<file path="src/rtl/mac_accumulator.sv">
// Pipelined signed multiply-accumulate stage.
// Operand pairs arrive on a valid/ready input. Their scaled products are summed
// per vector (the vector ends at in_last), and one rescaled, truncated result per
// vector leaves on a valid/ready output. The pipeline is S1 (operands), then
// S2 (product), then the accumulator and output register.
module mac_accumulator #(
  parameter int A_WIDTH    = 16,
  parameter int B_WIDTH    = 16,
  parameter int PROD_SCALE = 0,
  parameter int ACC_WIDTH  = 32,
  parameter int OUT_WIDTH  = 16,
  parameter int OUT_SCALE  = 8,
  parameter int CNT_WIDTH  = 8
) (
  input  logic                 clk,
  input  logic                 arst_n_in,
  input  logic                 clear,
  input  logic [A_WIDTH-1:0]   in_a,
  input  logic [B_WIDTH-1:0]   in_b,
  input  logic                 in_last,
  input  logic                 in_valid,
  output logic                 in_ready,
  output logic [OUT_WIDTH-1:0] out_data,
  output logic [CNT_WIDTH-1:0] out_count,
  output logic                 out_valid,
  input  logic                 out_ready
);

  // The product is formed wide enough for both the full-precision result and
  // the accumulator, so the sign extension before truncation is exact.
  localparam int PROD_W = A_WIDTH + B_WIDTH;
  localparam int WIDE_W = (ACC_WIDTH > PROD_W) ? ACC_WIDTH : PROD_W;
  localparam logic [CNT_WIDTH-1:0] CNT_MAX = '1;

  logic                        stall;

  logic                        s1_valid;
  logic                        s1_last;
  logic signed [A_WIDTH-1:0]   s1_a;
  logic signed [B_WIDTH-1:0]   s1_b;

  logic                        s2_valid;
  logic                        s2_last;
  logic signed [ACC_WIDTH-1:0] s2_prod;

  logic signed [ACC_WIDTH-1:0] acc;
  logic                        first;
  logic [CNT_WIDTH-1:0]        count;

  logic signed [WIDE_W-1:0]    a_ext;
  logic signed [WIDE_W-1:0]    b_ext;
  logic signed [WIDE_W-1:0]    prod_full;
  logic signed [ACC_WIDTH-1:0] prod_acc;
  logic signed [ACC_WIDTH-1:0] acc_base;
  logic signed [ACC_WIDTH-1:0] acc_next;
  logic [CNT_WIDTH-1:0]        count_inc;

  // A result that is held and not consumed freezes the whole pipeline.
  assign stall    = out_valid && !out_ready;
  assign in_ready = !stall;

  // Product, running sum and saturating beat count for the beat in S2.
  // NOTE: each signal is assigned exactly once on every path. That keeps the block purely combinational, so no latch is inferred.
  always_comb begin
    a_ext     = WIDE_W'(s1_a);
    b_ext     = WIDE_W'(s1_b);
    prod_full = a_ext * b_ext;
    prod_acc  = ACC_WIDTH'(prod_full >>> PROD_SCALE);
    acc_base  = first ? '0 : acc;
    acc_next  = acc_base + s2_prod;
    count_inc = (count == CNT_MAX) ? count : count + CNT_WIDTH'(1);
  end

  // S1: capture the operands of an accepted beat. A bubble is captured when no beat is accepted.
  // NOTE: non-blocking assignments let every stage sample its predecessor's value from before the edge.
  always_ff @(posedge clk or negedge arst_n_in) begin
    if (!arst_n_in) begin
      s1_valid <= 1'b0;
      s1_last  <= 1'b0;
      s1_a     <= '0;
      s1_b     <= '0;
    end else if (clear) begin
      s1_valid <= 1'b0;
    end else if (!stall) begin
      s1_valid <= in_valid;
      s1_last  <= in_last;
      s1_a     <= in_a;
      s1_b     <= in_b;
    end
  end

  // S2: register the scaled product truncated to accumulator width.
  always_ff @(posedge clk or negedge arst_n_in) begin
    if (!arst_n_in) begin
      s2_valid <= 1'b0;
      s2_last  <= 1'b0;
      s2_prod  <= '0;
    end else if (clear) begin
      s2_valid <= 1'b0;
    end else if (!stall) begin
      s2_valid <= s1_valid;
      s2_last  <= s1_last;
      s2_prod  <= prod_acc;
    end
  end

  // Accumulator: fold each product into the vector sum and restart after the last beat.
  always_ff @(posedge clk or negedge arst_n_in) begin
    if (!arst_n_in) begin
      acc   <= '0;
      first <= 1'b1;
      count <= '0;
    end else if (clear) begin
      first <= 1'b1;
      count <= '0;
    end else if (!stall && s2_valid) begin
      acc <= acc_next;
      if (s2_last) begin
        first <= 1'b1;
        count <= '0;
      end else begin
        first <= 1'b0;
        count <= count_inc;
      end
    end
  end

  // Output register: load a finished vector, or drop valid once the held result is consumed.
  always_ff @(posedge clk or negedge arst_n_in) begin
    if (!arst_n_in) begin
      out_valid <= 1'b0;
      out_data  <= '0;
      out_count <= '0;
    end else if (clear) begin
      out_valid <= 1'b0;
    end else if (!stall) begin
      if (s2_valid && s2_last) begin
        out_valid <= 1'b1;
        out_data  <= OUT_WIDTH'(acc_next >>> OUT_SCALE);
        out_count <= count_inc;
      end else begin
        out_valid <= 1'b0;
      end
    end
  end

endmodule

</file>
<file path="config.mk">
export PLATFORM = sky130hd
export DESIGN_NAME = mac_accumulator
export DESIGN_NICKNAME = d
export VERILOG_FILES = /design/src/rtl/mac_accumulator.sv
export SDC_FILE = /design/constraint.sdc
export NUM_CORES = 1
export LEC_CHECK = 0
export ABC_AREA = 1
export BUFFER_PORTS_ARGS = -buffer_cell sky130_fd_sc_hd__buf_2
export CAP_MARGIN = 10
export CORE_MARGIN = 1
export CORE_UTILIZATION = 69
export CTS_CLUSTER_DIAMETER = 40
export CTS_CLUSTER_SIZE = 30
export DETAILED_ROUTE_END_ITERATION = 12
export PLACE_DENSITY_LB_ADDON = 0.15
export RECOVER_POWER = 50
export SLEW_MARGIN = 20
export SYNTH_ARGS = -nofsm -noshare
export SYNTH_HDL_FRONTEND = slang
export SYNTH_SLANG_ARGS = --single-unit
</file>
<file path="constraint.sdc">
create_clock -name clk -period 8.3 [get_ports clk]
set_input_delay 0.415 -clock clk [delete_from_list [all_inputs] [get_ports clk]]
set_output_delay 0.415 -clock clk [all_outputs]
set_load 0.01 [all_outputs]
</file>
==> results by group <==
Run status
  • Status: finished with violations
  • Violated checks: capacitance limit, slew limit

Timing
  • Worst-margin pin slew: 4.020 ns
  • Setup Skew: 0.01346 ns
  • Setup WS post-layout: 2.227 ns
  • Fmax: 164.7 MHz
  • Setup TNS: 0 ns
  • Final Critical Period: 6.073 ns
  • Unrepaired setup endpoints after global routing: no
  • Fin. Hold Viols: 0
  • Count of pins over their slew limit: 186
  • Setup-failing EPs final: 0
  • Slew HR: -168.0%
  • Final Cycle Share: 73.17%

Hold path
  • Worst min-delay path class: primary input to register

Synth
  • Post-synthesis mux area share: 0%
  • Synth warn: 0
  • Cell taking the most area after synthesis: fa_1
  • Post-synth EDFFs: 0
  • Mapped Cells: 1882
  • Simple-gate share of the synthesized area: 21.89%
  • Area contributors post-synth: fa_1 (26%), dfrtp_1 (20%), nand2_1 (15%)
  • Sequential element share of the synthesized area: 20.67%
  • Synth Area in Compound Gates: 6.960%
  • Post-synth ARST share: 100.0%
  • Syn Nets: 2205
  • Synth top cells by count: nand2_1 (558), inv_1 (438), fa_1 (188)
  • Top cell type's share of synthesized area: 26.33%
  • Synthesized area per cell: 7.594 µm²
  • Synth Flop Type: dfrtp_1
  • Post-Syn Area: 14290 µm²
  • Synth Area in XOR/XNOR: 1.716%
  • Yosys reg bits: 118
  • Largest family of logic cells by synthesized area: adder cells
  • Adder-cell share of the synthesized area: 34.82%
  • Count leader, synth: nand2_1
  • Synth unique cells: 47

Drt
  • DRC viols: 0
  • Routed via count: 12094
  • Drt pass-1 iters: 6
  • Post-Route WL: 36690 µm
  • Detailed Route Iter0 Violations: 960
  • Post-route ant nets: 0
  • DR WL/cell: 16.85 µm
  • Vias per inst: 5.555

Job
  • Max-cap violations: 3

Place
  • Placed insts: 2145
  • Setup Slack @ Placement: 2.340 ns
  • Gpl congestion: 0.9256
  • Dpl hpwl: 27920 µm
  • Port Buffers: 63

Global route
  • First-pass GRT wire length: 60660 µm
  • Largest net degree at the start of global routing: 74
  • Total grt overflow: 0
  • Initial antenna violation count: 0
  • Vias in the first global route: 12453
  • GRT Total Usage: 36.45%

Clocking
  • CTS Buffer Depth: 2
  • Post_cts resized: 0
  • Postcts setup bufs: 0
  • H-tree depth: 4
  • Hold_buf cts: 0
  • CTS tree: yes
  • CTS Sinks: 118
  • CTS root buf: clkbuf_16
  • Clock latency on the worst-skew pair: 0.44 ns
  • CTS buffer count: 17
  • Clk slew on worst S/H paths: 0.07 ns

Finish
  • Post-layout util: 75.04%
  • Fill cells: 1593
  • Multi-input logic area: 9345 µm²
  • Antenna fix cells: 0
  • Area grow syn2layout: 6.583%
  • FF/Latch Area: 2954 µm²
  • Nets: 2217
  • Share of cells above drive strength 1: 6.345%
  • Non-filler cells, final: 2177

Worst setup path
  • Slowest-stage cell, CP: dfrtp_1
  • Worst path required time: 8.49 ns
  • CP most frequent cell: fa_1
  • Crit. End Element: register
  • Max FO, Critical Path: 18
  • WP data arrival: 6.26 ns
  • Setup CP Type: register to register
  • Crit-path max cell delay: 0.91 ns
  • CP cell instances: nand2_1 > fa_1 > inv_1 > fa_1 > inv_1 > fa_1 > inv_1 > fa_1 > fa_1 > inv_1 > fa_1 > inv_1 > ha_1 > a21oi_1 > o21a_1 > nand2_1 > nor2_2 > o21bai_2 > xnor2_1 > o21ai_1
  • Startpoint Class: register

Die
  • Initial Util: 70.41%
  • # rows: 52
  • Die Height: 145.9 µm
  • # IOs: 64
  • Core area: 20300 µm²
  • Die ar.: 21290 µm²
  • Die W: 145.9 µm
==> critical path, delay by kind of cell, from the launching register on <==
family / cells / cell delay [ns]
AND/OR/NAND/NOR: 3 / 0.45
flip-flops: 1 / 0.91
buffers and inverters: 5 / 0.24
adder cells (fa/ha/maj): 7 / 3.41
AO/OA/AOI/OAI: 4 / 0.62
XOR/XNOR: 1 / 0.17
==> area by class of cell <==
| type | instances | area share (%) |
|---|---|---|
| flip-flops and latches | 118 | 19.39 |
| repair buffers | 68 | 2.045 |
| clock buffers | 21 | 3.088 |
| inverters | 444 | 10.94 |
| clock inverters | 11 | 0.9692 |
| well taps | 270 | 2.218 |
| multi-input cells | 1245 | 61.35 |
==> flip-flops by register name (all words and copies together) (netlist names), 8 cells and up <==
| register | cells |
|---|---|
| acc | 24 |
| count | 8 |
| out_count | 8 |
| out_data | 16 |
| s1_a | 16 |
| s1_b | 16 |
| s2_prod | 24 |
==> path summary, 6_finish.rpt <==
path	startpoint	end	slack (ns)	cells past startpoint
setup / recovery	s1_b[7]$_DFFE_PN0P_	s2_prod[19]$_DFFE_PN0P_	2.23	20
hold / removal	in_a[0]	s1_a[0]$_DFFE_PN0P_	0.17	3
setup reg to reg	s1_b[7]$_DFFE_PN0P_	s2_prod[19]$_DFFE_PN0P_	2.23	20
hold reg to reg	out_data[11]$_DFFE_PN0P_	out_data[11]$_DFFE_PN0P_	0.48	2
max in group asynchronous	arst_n_in	s1_b[8]$_DFFE_PN0P_	2.61	2
min in group asynchronous	arst_n_in	s2_prod[3]$_DFFE_PN0P_	0.81	1
==> logic make-up (layout without fill, tap and decap cells) <==
| logic type | Yosys count | in the layout |
|---|---|---|
| AOI/OAI and AO/OA | 173 | 173 |
| xor gates and xnor gates | 28 | 28 |
| adders and majority gates | 285 | 285 |
| buffers and inverters | 519 | 544 |
| DFF | 118 | 118 |
| and+or+nand+nor | 759 | 759 |
==> per-stage QoR <==
step	hold slack, ns	cell area (µm²)
2_1_floorplan	0.1194	14290
3_3_place_gp	0.4588	14660
3_5_place_dp	0.4609	14660
4_1_cts	0.01935	15280
5_1_grt	0.1785	15230
6_report	0.1681	15230
==> placed cells by master (no fill, tap or decap), types with 4 or more instances in the layout <==
cell,n
a31oi_1,7
nor2_2,4
dfrtp_1,117
nand4_1,14
ha_1,97
fa_1,188
clkbuf_1,30
or2_1,4
nand2_1,558
clkbuf_16,17
buf_2,36
inv_2,4
clkinvlp_4,4
a21o_1,4
nor2_1,78
o31ai_1,4
o22ai_1,6
or2_2,6
nand3_2,4
o21ai_1,15
a21oi_2,6
a21oi_1,49
xor2_1,14
nand3_1,58
inv_1,437
xnor2_1,14
nor3_1,6
nand2_2,9
o21ai_2,4
o21ai_0,68
nand3b_1,8
==> per-layer routing <==
metal	track usage [%]	share of wire, %
met1	46.44	41
met3	6.583	7.3
met4	12.84	2.6
met2	62.58	49
met5	0	0
Power is left out: the tool's default activity adds up to more than one toggle a clock period on the data nets, which glitch-free logic cannot reach.
